$ cat src/rtl/prog_mem_pkg.sv
// Shared definitions for the writable program memory:
// load-FSM states, default instruction word, byte-counter sizing.
package prog_mem_pkg;

   typedef enum logic {
      S_RUN  = 1'b0,
      S_LOAD = 1'b1
   } state_t;

   localparam logic [3:0]  LED = 4'h4;
   localparam logic [27:0] DEFAULT_INSTR = {LED, 24'b10101010};

   function automatic int cnt_width(input int bytes);
      return (bytes > 1) ? $clog2(bytes) : 1;
   endfunction

endpackage

$ cat src/rtl/prog_mem_byte_assembler.sv
// Packs a little-endian byte stream into instruction words;
// word/word_done are combinational so the completing edge writes.
module prog_mem_byte_assembler
   import prog_mem_pkg::*;
#(
   parameter int DATA_WIDTH = 28
)(
   input  logic                  clk,
   input  logic                  rst_n,
   input  logic                  clear,
   input  logic                  flush,
   input  logic                  byte_valid,
   input  logic [7:0]            byte_in,
   output logic [DATA_WIDTH-1:0] word,
   output logic                  word_done,
   output logic                  partial_drop
);

   localparam int BYTES = (DATA_WIDTH + 7) / 8;
   localparam int CW    = cnt_width(BYTES);

   logic [CW-1:0]      cnt;
   logic [CW-1:0]      cnt_next;
   logic [BYTES*8-1:0] acc;
   logic [BYTES*8-1:0] merged;
   logic               last;

   assign last = (cnt == CW'(BYTES - 1));

   always_comb begin
      merged = acc;
      merged[8*cnt +: 8] = byte_in;
   end

   always_comb begin
      cnt_next = cnt;
      if (byte_valid)
         cnt_next = last ? '0 : cnt + CW'(1);
   end

   assign word         = merged[DATA_WIDTH-1:0];
   assign word_done    = byte_valid & last;
   assign partial_drop = flush & (cnt_next != '0);

   always_ff @(posedge clk or negedge rst_n) begin
      if (!rst_n) begin
         cnt <= '0;
         acc <= '0;
      end else begin
         if (clear | flush)
            cnt <= '0;
         else
            cnt <= cnt_next;
         if (byte_valid)
            acc <= merged;
      end
   end

endmodule

$ cat src/rtl/prog_mem.sv
// Writable instruction memory with registered one-cycle fetch
// and a byte-stream loader that refills it at run time.
module prog_mem
   import prog_mem_pkg::*;
#(
   parameter int DATA_WIDTH = 28,
   parameter int DEPTH      = 64,
   parameter logic [DATA_WIDTH-1:0] DEFAULT_WORD =
      DATA_WIDTH'(DEFAULT_INSTR)
)(
   input  logic                  Clock,
   input  logic                  Reset,
   input  logic [15:0]           iAddress,
   input  logic                  iReadEnable,
   output logic [DATA_WIDTH-1:0] oInstruction,
   output logic                  oInstructionValid,
   input  logic                  iLoadStart,
   input  logic [7:0]            iLoadByte,
   input  logic                  iLoadByteValid,
   output logic                  oLoadByteReady,
   input  logic                  iLoadEnd,
   output logic                  oBusy,
   output logic [15:0]           oWordCount,
   output logic                  oLoadError
);

   localparam int AW = (DEPTH > 1) ? $clog2(DEPTH) : 1;
   localparam int PW = $clog2(DEPTH + 1);
   localparam logic [16:0] LIMIT = 17'(DEPTH);

   state_t                state;
   state_t                state_next;
   logic [PW-1:0]         wptr;
   logic                  full;
   logic                  accept;
   logic                  start_go;
   logic                  end_go;
   logic                  in_range;
   logic                  word_done;
   logic                  partial_drop;
   logic [DATA_WIDTH-1:0] word;
   logic [DATA_WIDTH-1:0] mem [DEPTH];

   always_ff @(posedge Clock or negedge Reset) begin
      if (!Reset)
         state <= S_RUN;
      else
         state <= state_next;
   end

   always_comb begin
      state_next = state;
      unique case (state)
         S_RUN:  if (iLoadStart) state_next = S_LOAD;
         S_LOAD: if (iLoadEnd)   state_next = S_RUN;
         default: state_next = S_RUN;
      endcase
   end

   always_comb begin
      oBusy          = 1'b0;
      oLoadByteReady = 1'b0;
      if (state == S_LOAD) begin
         oBusy          = 1'b1;
         oLoadByteReady = ~full;
      end
   end

   assign full     = (wptr == PW'(DEPTH));
   assign accept   = iLoadByteValid & oLoadByteReady;
   assign start_go = (state == S_RUN) & iLoadStart;
   assign end_go   = oBusy & iLoadEnd;
   assign in_range = {1'b0, iAddress} < LIMIT;

   prog_mem_byte_assembler #(
      .DATA_WIDTH (DATA_WIDTH)
   ) u_byte_assembler (
      .clk          (Clock),
      .rst_n        (Reset),
      .clear        (start_go),
      .flush        (end_go),
      .byte_valid   (accept),
      .byte_in      (iLoadByte),
      .word         (word),
      .word_done    (word_done),
      .partial_drop (partial_drop)
   );

   // Array is deliberately not reset so programs survive a reset.
   always_ff @(posedge Clock) begin
      if (word_done)
         mem[wptr[AW-1:0]] <= word;
   end

   always_ff @(posedge Clock or negedge Reset) begin
      if (!Reset) begin
         oInstruction      <= DEFAULT_WORD;
         oInstructionValid <= 1'b0;
      end else if (iReadEnable) begin
         if (oBusy) begin
            oInstruction      <= DEFAULT_WORD;
            oInstructionValid <= 1'b0;
         end else if (in_range) begin
            oInstruction      <= mem[iAddress[AW-1:0]];
            oInstructionValid <= 1'b1;
         end else begin
            oInstruction      <= DEFAULT_WORD;
            oInstructionValid <= 1'b1;
         end
      end else begin
         oInstructionValid <= 1'b0;
      end
   end

   always_ff @(posedge Clock or negedge Reset) begin
      if (!Reset) begin
         wptr       <= '0;
         oWordCount <= '0;
         oLoadError <= 1'b0;
      end else if (start_go) begin
         wptr       <= '0;
         oWordCount <= '0;
         oLoadError <= 1'b0;
      end else begin
         if (word_done) begin
            wptr       <= wptr + PW'(1);
            oWordCount <= oWordCount + 16'd1;
         end
         if ((oBusy & full & iLoadByteValid) | partial_drop)
            oLoadError <= 1'b1;
      end
   end

endmodule

$ cat config.mk
export PLATFORM = sky130hd
export DESIGN_NAME = prog_mem
export DESIGN_NICKNAME = d
export VERILOG_FILES = /design/src/rtl/prog_mem_pkg.sv /design/src/rtl/prog_mem_byte_assembler.sv /design/src/rtl/prog_mem.sv
export SDC_FILE = /design/constraint.sdc
export NUM_CORES = 2
export LEC_CHECK = 0
export BUFFER_PORTS_ARGS = -buffer_cell sky130_fd_sc_hd__buf_2
export CORE_AREA = 2 2 650 490
export DETAILED_ROUTE_END_ITERATION = 10
export DIE_AREA = 0 0 652 492
export GPL_TIMING_DRIVEN = 0
export HOLD_SLACK_MARGIN = 0.15
export SLEW_MARGIN = 10
export SYNTH_ARGS = -nofsm -noshare
export SYNTH_HDL_FRONTEND = slang
export SYNTH_SLANG_ARGS = --single-unit
$ cat constraint.sdc
create_clock -name Clock -period 4.84 [get_ports Clock]
set_input_delay 0.726 -clock Clock [delete_from_list [all_inputs] [get_ports Clock]]
set_output_delay 0.726 -clock Clock [all_outputs]
set_load 0.03 [all_outputs]
==> metrics.csv <==
metric,value,unit
ys_types,56,
critPathMaxFanout,10,
routed_wirelength,229,mm
rows,179,
dieHeight,492,µm
seq_area,0.0559,mm²
cts.htree.levels,4,
crit_buf_inv,4,
post-route-util,27.4,%
die-area,0.321,mm²
multi_input_area,0.0160,mm²
grt_overflow,0,
numCtsBuffers,178,
grt_first_pass_wirelength,310,mm
grt_max_degree,62,
antenna_found_initial,8,
place_ws,-0.525,ns
fin_setup_tns,0,ns
final_layout_size_suffix_gt1_share,29.7,%
p_per_area,397,mW/mm²
cts_sinks,1876,
hp-start,iLoadStart,
gp_congestion,0.851,
yosys.area.top_type,edfxtp_1,
core,0.315,mm²
p_leak,0.0291,µW
fp.dieW,652,µm
syn_area_per_cell,21.9,µm²
cp_slowest_cell,clkbuf_1,
syn_inst,3293,
dp_hpwl,158,mm
cts_resized,0,
finalCritPeriodShare,97.9,%
syn_nets,3332,
firstDrtPassIters,6,
vias,38036,
critPathMostFrequentCell,clkbuf_1,
io_buffers,72,
min_period,4.74,ns
grt_use_total,13.9,%
required,5.59,ns
ys_top_cells_by_area,"edfxtp_1 (75%), mux4_2 (14%), dfrtp_1 (2.7%)",
yosysSeqAreaShare,77.6,%
skew,0.0929,ns
drv_slew,0,
drt_iter0_drc,6471,
max-cap-violations,0,
ys_ff_latch,1876,
crit_start,iAddress[4],
clkLatencyLatePin,0.85,ns
ys_warn_count,0,
rsz0062_at_grt,no,
path_delay_family,buffers and inverters,
worst_pin_slew,1.47,ns
syn_area,0.0720,mm²
via_per_inst,4.77,
clockRootBuffer,clkbuf_16,
path_clk_slew,0.06,ns
synth-async-reset-ratio,4.48,%
slowest_delay,1.00,ns
cts_tree,built,
crit_path_end_kind,flip-flop,
drc,0,
hold_viol,0,
detail-route-antenna-nets,0,
status,"complete, no violations",
fmax,211,MHz
wl_per_cell,28.8,µm
nets,3709,
grt_pass1_vias,36960,
ys.flop_type,edfxtp_1,
synth_top_area_share,74.7,%
setup_slack,0.101,ns
ios,78,
crit_path_start_kind,input port,
hold_class,input port to flip-flop,
cts_buffer_depth,4,
crit_type,input port to flip-flop,
postCtsSetupBuffers,0,
initial_core_util,22.8,%
synth_edf_count,1792,
slew_headroom,2.15,%
area_growth,20.0,%
rr_startpoint,state,
path_cells,clkbuf_1 > clkbuf_1 > clkbuf_1 > clkbuf_1 > o211ai_1 > a221o_1 > nand3_1,
fillers,30933,
peakVddDrop,304,µV
setup-violations-final,0,
arrival,5.49,ns
[power breakdown]
part | switching [µW] | internal, µW
logic | 1750 | 717
registers | 41.0 | 18300
clock network | 6030 | 7440
total | 7820 | 26500
[metal layers]
metal	up-vias	global-route usage [%]	share of wire (%)
met3	347	4.33	14
met1	20503	19.3	39
met2	2533	20.8	44
li1	14651	-	-
met5	-	0	0.0044
met4	2	4.13	3.2
[flip-flops by register name (all words and copies together), names as in the netlist]
signal / count
mem: 1792
oInstruction: 28
u_byte_assembler.acc: 28
oWordCount: 16
wptr: 7
u_byte_assembler.cnt: 2
oInstructionValid: 1
oLoadError: 1
state: 1
[per-stage QoR]
| step | hold WS [ns] | cell area (µm²) | std cells | total power [µW] |
|---|---|---|---|---|
| 4_1_cts | 0.173 | 86400 | 7966 | 34400 |
| 3_5_place_dp | 0.478 | 81000 | 7653 | 21200 |
| 2_1_floorplan | 0.430 | 72000 | 3293 | 19900 |
| 5_1_grt | 0.174 | 86400 | 7967 | 35100 |
| 6_report | 0.199 | 86400 | 7969 | 34300 |
| 3_3_place_gp | 0.477 | 77600 | 7528 | 21000 |
[layout make-up]
cell class / count / area share, %
antenna: 3 / 0.00869
buffer: 173 / 0.988
clock buffer: 235 / 5.59
clock inverter: 78 / 0.678
inverter: 39 / 0.169
multi-input combinational: 1204 / 18.5
sequential: 1876 / 64.7
tap: 4163 / 6.03
timing repair buffer: 198 / 3.30
[cells in the final DEF (no fill, tap or decap), types with 9 or more instances in the layout]
master     count
edfxtp_1    1792
mux4_2       452
clkbuf_16    182
buf_2        124
clkbuf_1     121
buf_12        96
dfrtp_1       79
nand2_1       78
mux2i_1       70
o22ai_1       69
nor2_4        64
nor2_1        63
mux2_2        43
a22oi_1       42
inv_1         38
o21ai_0       35
buf_4         34
clkinv_1      33
o21ai_4       28
clkinv_2      26
nand3_1       24
a21oi_1       19
a221o_1       17
buf_16        17
o211ai_1      15
nor3_1        13
nand2b_1      13
a211oi_1      12
nor2b_1       11
xnor2_1       11
and2_1         9
buf_1          9
a2111oi_2      9
ha_1           9
[worst reg2reg max path: cells and delay by family, from the launching register on]
kind            cells  cell delay (ns)
simple gates        4             2.66
flops               1             0.93
compound gates      1             0.51
buf+inv             1             0.27
[synthesized netlist by cell type (all sizes together), types with 3 or more instances]
| cell | count |
|---|---|
| a22oi | 42 |
| a32o | 3 |
| a21oi | 19 |
| buf | 89 |
| mux2 | 43 |
| clkbuf | 85 |
| and3 | 5 |
| edfxtp | 1792 |
| nand4 | 7 |
| xor2 | 7 |
| nand2b | 13 |
| nor3 | 13 |
| a311oi | 5 |
| nor4 | 5 |
| dfrtp | 79 |
| a31oi | 7 |
| nand2 | 78 |
| mux4 | 452 |
| and4 | 3 |
| nand3b | 4 |
| ha | 9 |
| or3 | 7 |
| o21ai | 64 |
| xnor2 | 11 |
| o221ai | 7 |
| nor2 | 128 |
| o211ai | 15 |
| mux2i | 70 |
| a221o | 17 |
| and2 | 9 |
| nand3 | 24 |
| o32a | 5 |
| nor2b | 11 |
| inv | 39 |
| a2111oi | 13 |
| a221oi | 5 |
| dfstp | 5 |
| o22ai | 69 |
| o21a | 5 |
| o31ai | 3 |
| a211oi | 12 |
[logic make-up after synthesis]
logic type,after synthesis,share of synthesized area [%]
AO/OA/AOI/OAI,297,2.83
XOR/XNOR,18,0.219
adder cells (fa/ha/maj),9,0.156
buffers and inverters,213,1.38
flip-flops,1876,77.6
multiplexers,565,15.8
AND/OR/NAND/NOR,315,2.00
[timing repair]
item	4_1_cts	5_1_grt
setup endpoints to repair	71	0
hold endpoints to repair	49	0
hold buffers	1	0
[final timing paths]
check	end	slack, ns	cells past startpoint
worst max-delay path	oInstruction[23]	0.10	7
worst min-delay path	state	0.20	2
worst max register to register	mem[43][17]	0.17	6
worst min register to register	oWordCount[15]	0.49	1
max in group asynchronous	oInstruction[0]	3.68	3
min in group asynchronous	wptr[4]	0.38	2
(Power assumes the default switching activity.)
